$ cat src/rtl/pong_pkg.sv
// Shared encodings for the Pong match controller: FSM states, bounce event
// codes, screen geometry and a saturating score increment.
package pong_pkg;

    typedef enum logic [2:0] {
        IDLE       = 3'd0,
        SERVE_WAIT = 3'd1,
        PLAY       = 3'd2,
        PAUSED     = 3'd3,
        POINT      = 3'd4,
        GAME_OVER  = 3'd5
    } state_e;

    typedef enum logic [1:0] {
        BOUNCE_NONE   = 2'd0,
        BOUNCE_PADDLE = 2'd1,
        BOUNCE_WALL   = 2'd2,
        BOUNCE_OUT    = 2'd3
    } bounce_e;

    localparam int unsigned SCREEN_X = 640;
    localparam int unsigned SCREEN_Y = 480;

    function automatic logic [3:0] sat_inc4(input logic [3:0] v);
        return (v == 4'd15) ? v : v + 4'd1;
    endfunction

endpackage

$ cat src/rtl/pong_serve_timer.sv
// Counts frame_tick pulses while enabled; done holds once the serve delay is
// reached and the count parks there until cleared.
module pong_serve_timer #(
    parameter int unsigned DELAY = 60
) (
    input  logic clock,
    input  logic reset,
    input  logic clear,
    input  logic tick,
    output logic done
);
    localparam logic [7:0] DELAY_C = 8'(DELAY);

    logic [7:0] count_q;
    logic [7:0] count_d;

    // Next count: clear wins, otherwise count ticks up to the delay and park.
    always_comb begin
        count_d = count_q;
        if (clear) begin
            count_d = 8'd0;
        end else if (tick && (count_q != DELAY_C)) begin
            count_d = count_q + 8'd1;
        end else begin
            count_d = count_q;
        end
    end

    // Count register.
    always_ff @(posedge clock) begin
        if (reset) begin
            count_q <= 8'd0;
        end else begin
            count_q <= count_d;
        end
    end

    assign done = (count_q == DELAY_C);

endmodule

$ cat src/rtl/pong_match_controller.sv
// Match sequencer for Pong: debounces out-of-bounds events into point awards,
// keeps the score and gates ball motion through serve/play/pause/point phases.
module pong_match_controller #(
    parameter int unsigned WIN_SCORE          = 9,
    parameter int unsigned SERVE_DELAY_FRAMES = 60,
    parameter int unsigned SCREEN_X           = 640
) (
    input  logic       clock,
    input  logic       reset,
    input  logic       frame_tick,
    input  logic       start,
    input  logic       pause,
    input  logic [1:0] bounce,
    input  logic [9:0] ball_pos_x,
    output logic       ball_run,
    output logic       ball_respawn,
    output logic       serve_dir,
    output logic [3:0] score_1,
    output logic [3:0] score_2,
    output logic       game_over,
    output logic       winner,
    output logic [2:0] state
);
    import pong_pkg::*;

    localparam logic [9:0] MID_X = 10'(SCREEN_X / 2);
    localparam logic [3:0] WIN_C = 4'(WIN_SCORE);

    state_e     state_q;
    logic       ball_run_q;
    logic       ball_respawn_q;
    logic       serve_dir_q;
    logic [3:0] score_1_q;
    logic [3:0] score_2_q;
    logic       game_over_q;
    logic       winner_q;
    logic       out_prev_q;
    logic       last_scorer_q;

    logic       out_evt_s;
    logic       serve_done_s;
    logic       timer_clear_s;
    logic       match_won_s;

    // Rising edge of the out-of-bounds code, so a held 11 counts once.
    assign out_evt_s     = (bounce == BOUNCE_OUT) && !out_prev_q;
    assign timer_clear_s = (state_q != SERVE_WAIT);
    assign match_won_s   = last_scorer_q ? (score_2_q == WIN_C) : (score_1_q == WIN_C);

    pong_serve_timer #(
        .DELAY (SERVE_DELAY_FRAMES)
    ) u_serve_timer (
        .clock (clock),
        .reset (reset),
        .clear (timer_clear_s),
        .tick  (frame_tick),
        .done  (serve_done_s)
    );

    // Match FSM with all outputs registered.
    always_ff @(posedge clock) begin
        if (reset) begin
            state_q        <= IDLE;
            ball_run_q     <= 1'b0;
            ball_respawn_q <= 1'b0;
            serve_dir_q    <= 1'b1;
            score_1_q      <= 4'd0;
            score_2_q      <= 4'd0;
            game_over_q    <= 1'b0;
            winner_q       <= 1'b0;
            out_prev_q     <= 1'b0;
            last_scorer_q  <= 1'b0;
        end else begin
            out_prev_q     <= (bounce == BOUNCE_OUT);
            ball_respawn_q <= 1'b0;
            case (state_q)
                IDLE: begin
                    ball_run_q <= 1'b0;
                    if (start) begin
                        state_q        <= SERVE_WAIT;
                        score_1_q      <= 4'd0;
                        score_2_q      <= 4'd0;
                        ball_respawn_q <= 1'b1;
                    end
                end
                SERVE_WAIT: begin
                    if (serve_done_s) begin
                        state_q    <= PLAY;
                        ball_run_q <= 1'b1;
                    end
                end
                PLAY: begin
                    // The ball is served back toward whoever conceded.
                    if (out_evt_s) begin
                        state_q    <= POINT;
                        ball_run_q <= 1'b0;
                        if (ball_pos_x < MID_X) begin
                            score_2_q     <= sat_inc4(score_2_q);
                            serve_dir_q   <= 1'b0;
                            last_scorer_q <= 1'b1;
                        end else begin
                            score_1_q     <= sat_inc4(score_1_q);
                            serve_dir_q   <= 1'b1;
                            last_scorer_q <= 1'b0;
                        end
                    end else if (pause) begin
                        state_q    <= PAUSED;
                        ball_run_q <= 1'b0;
                    end
                end
                PAUSED: begin
                    if (pause) begin
                        state_q    <= PLAY;
                        ball_run_q <= 1'b1;
                    end
                end
                POINT: begin
                    if (match_won_s) begin
                        state_q     <= GAME_OVER;
                        game_over_q <= 1'b1;
                        winner_q    <= last_scorer_q;
                    end else begin
                        state_q        <= SERVE_WAIT;
                        ball_respawn_q <= 1'b1;
                    end
                end
                GAME_OVER: begin
                    ball_run_q <= 1'b0;
                    if (start) begin
                        state_q        <= SERVE_WAIT;
                        score_1_q      <= 4'd0;
                        score_2_q      <= 4'd0;
                        game_over_q    <= 1'b0;
                        ball_respawn_q <= 1'b1;
                        serve_dir_q    <= 1'b1;
                    end
                end
                default: begin
                    state_q     <= IDLE;
                    ball_run_q  <= 1'b0;
                    game_over_q <= 1'b0;
                end
            endcase
        end
    end

    assign ball_run     = ball_run_q;
    assign ball_respawn = ball_respawn_q;
    assign serve_dir    = serve_dir_q;
    assign score_1      = score_1_q;
    assign score_2      = score_2_q;
    assign game_over    = game_over_q;
    assign winner       = winner_q;
    assign state        = state_q;

endmodule
$ cat config.mk
export PLATFORM = sky130hd
export DESIGN_NAME = pong_match_controller
export DESIGN_NICKNAME = d
export VERILOG_FILES = /design/src/rtl/pong_pkg.sv /design/src/rtl/pong_serve_timer.sv /design/src/rtl/pong_match_controller.sv
export SDC_FILE = /design/constraint.sdc
export NUM_CORES = 1
export LEC_CHECK = 0
export BUFFER_PORTS_ARGS = -buffer_cell sky130_fd_sc_hd__buf_2
export CAP_MARGIN = 10
export CORE_AREA = 2 2 59 61
export CTS_CLUSTER_DIAMETER = 60
export CTS_CLUSTER_SIZE = 24
export DETAILED_ROUTE_END_ITERATION = 8
export DIE_AREA = 0 0 61 63
export PLACE_DENSITY = 0.77
export RECOVER_POWER = 100
export SYNTH_ARGS = -nofsm -noshare
export SYNTH_HDL_FRONTEND = slang
export SYNTH_SLANG_ARGS = --single-unit
$ cat constraint.sdc
create_clock -name clock -period 1.8 [get_ports clock]
set_clock_uncertainty 0.15 [all_clocks]
set_input_delay 0.36 -clock clock [delete_from_list [all_inputs] [get_ports clock]]
set_output_delay 0.36 -clock clock [all_outputs]
set_load 0.005 [all_outputs]
==> summary.md <==
| Metric | Value |
|---|---|
| Clock tree root driver cell | `clkbuf_4` |
| Drt wl/cell | `roughly 13 um` |
| Synth Instances | `175` |
| Slowest cell on crit path | `or4_4` |
| Crit end category | `register` |
| Slew Viols, Final | `0` |
| Final setup vio count | `0` |
| Worst endpoint data arrival time | `around 1900 ps` |
| Overall power | `around 1.1 mW` |
| Initial drt markers | `39` |
| RSZ-0062 raised after global routing | `true` |
| Async set or reset register ratio after synthesis | `0` |
| Io pins | `33` |
| Critical path class | `reg2reg` |
| Filler instances | `293` |
| Fmax | `roughly 560 MHz` |
| Post-DP HPWL | `around 2.5 mm` |
| Hold Path Class | `in2reg` |
| Synthesis warning total | `0` |
| DRC viols | `0` |
| Final core utilization | `0.586` |
| Nets@finish | `roughly 240` |
| CTS tree | `yes` |
| CP required | `1920 ps` |
| Later-pin clock latency in the skew report | `roughly 330 ps` |
| Ys flop type | `dfxtp_1` |
| Congestion Overflow GR | `0` |
| PortBufs | `26` |
| H-tree levels | `1` |
| Gp weighted congestion | `approximately 0.87` |
| Synth unique cells | `50` |
| Least-Margin Pin Slew | `roughly 430 ps` |
| Layout area overhead | `28.1%` |
| Initial Util | `0.458` |
| DIE HEIGHT | `about 63 um` |
| Leakage | `between 0.7 and 0.8 nW` |
| GR Util All Layers | `0.187` |
| Buf/Inv on CP | `0` |
| Syn_area_per_cell | `8.45 um^2` |
| Most common cell after layout, fill and taps aside | `buf_2` |
| Die area | `between 0.003 and 0.004 mm^2` |
| Seq/Total Area, Yosys | `0.352` |
| Vias | `around 1.4k` |
| Vias/cell | `around 5.4` |
| Post-synthesis cell area | `~0.0015 mm^2` |
| CTS clock-pin slew for the worst setup and hold paths | `140 ps` |
| Most frequent cells in the layout | `23 x buf_2, 21 x dfxtp_1, 18 x buf_4` |
| Vias in the first global route | `around 1.3k` |
| Drt first pass iters | `4` |
| Period utilization | `0.997` |
| Worst path max stage delay | `a little over 500 ps` |
| PD cells | `593 mW/mm^2` |
| Clock buffer count from CTS | `3` |
| Die Wd | `61 um` |
| Peak VDD IR | `approximately 0.28 mV` |
| CTS sink count | `26` |
| N_diodes | `0` |
| Largest net degree at the start of global routing | `16` |
| Rows | `21` |
| Startpoint Class | `register` |
| Initial antenna violation count | `0` |
| Layout cells sized above 1 | `0.292` |
| Delay-heaviest family, CP | `simple AND/OR/NAND/NOR gates` |
| Worst relative slew slack | `0.710` |
| Final WL | `3.47 mm` |
| Outcome | `completed` |
| MaxCap Viol Count | `0` |
| CORE AREA | `approximately 0.0032 mm^2` |
| Final min period | `1790 ps` |
| Post-Syn Nets | `196` |
| Flops & latches, synth | `26` |
| Fin. Hold Viols | `0` |
| EDFF count, synth | `0` |
| Post-DRT Antenna Nets | `0` |
| Crit path cell chain | `ha_4, and3_4, a22o_4, or4_4, a21oi_2` |
| Critical path fanouts, max | `5` |
| Clk buf depth | `2` |
| First-pass GRT wire length | `approximately 5.6 mm` |
-- timing repair --
item | 4_1_cts | 5_1_grt
endpoints found under the setup margin | 3 | 9
resized for setup | 3 | 13
pin swaps | 1 | 5
hold buffers | 0 | 0
hold endpoints to repair | 0 | 0
setup buffers | 0 | 1
-- final timing paths --
check,start,to,slack (ps),cells after the start
worst max-delay path,score_1[1]$_SDFFE_PP0P_,score_1[0]$_SDFFE_PP0P_,5,5
worst min-delay path,bounce[1],out_prev_q$_SDFF_PP0_,150,2
worst max register to register,score_1[1]$_SDFFE_PP0P_,score_1[0]$_SDFFE_PP0P_,5,5
worst min register to register,game_over$_SDFFE_PP0P_,game_over$_SDFFE_PP0P_,350,2
-- synth_stat cells, types with 2 or more instances --
cell type	n	area [um^2]
a211o_1	2	17.5
nor3_1	7	35.0
mux2i_1	3	30.0
a21oi_1	13	65.1
nand2_1	12	45.0
buf_6	2	22.5
xnor2_1	5	43.8
and3_1	4	25.0
o22ai_1	2	12.5
ha_1	4	50.1
nor2_1	14	52.6
a32o_1	4	40.0
a211oi_1	2	15.0
dfxtp_1	26	521
clkbuf_1	5	18.8
o31ai_1	2	15.0
o21ai_0	10	50.1
nand3_1	7	35.0
inv_1	13	48.8
nand4_1	3	18.8
nor3b_1	2	15.0
o211ai_1	3	22.5
nand2b_1	3	18.8
-- state kept, by name (all words and copies together) (netlist names), 3 cells and up --
register,flops
u_serve_timer.count_q,8
score_2,4
score_1,4
state,3
-- where the power goes --
group,total [mW],internal [mW],switching [mW],leakage [nW]
Sequential,0.585,0.580,0.00530,0.213
Combinational,0.130,0.0564,0.0741,0.516
Clock,0.409,0.225,0.184,0.0279
Total,1.12,0.861,0.263,0.757
-- stage by stage --
step | cells | setup TNS, ps | setup slack, ps | hold WS (ps) | area [um^2]
after floorplan | 175 | 0 | 1.66 | 300 | 1480
after global placement | 260 | 0 | 18.5 | 318 | 1780
after detailed placement | 260 | 0 | 5.54 | 322 | 1780
after CTS | 264 | -2.34 | -2.34 | 126 | 1840
after global routing | 265 | -59.4 | -45.4 | 147 | 1890
final | 265 | 0 | 5.41 | 146 | 1890
-- cell families after synthesis --
group,Yosys count,share of synthesized area
XOR/XNOR,7,0.0465
adder cells (fa/ha/maj),4,0.0338
multiplexers,3,0.0203
AND/OR/NAND/NOR,63,0.234
buffers and inverters,20,0.0609
flip-flops,26,0.352
AO/OA/AOI/OAI,52,0.252
-- metal layers --
layer  vias to the layer above  wire length, um  part of all wire  GRT usage
met5                         -                0                 0          0
met4                         0               30            0.0086     0.0652
met3                         4               97             0.028     0.0248
met2                        30             1680              0.48      0.297
met1                       677             1660              0.48      0.255
li1                        731                -                 -          -
-- final cells by class --
class	instances	area [um^2]	area share
Tap cell	46	57.6	0.0304
Clock inverter	1	30.0	0.0159
Inverter	13	48.8	0.0258
Clock buffer	3	22.5	0.0119
Timing Repair Buffer	47	273	0.144
Sequential cell	26	532	0.281
Multi-Input combinational cell	129	931	0.491
(Power assumes the default switching activity.)
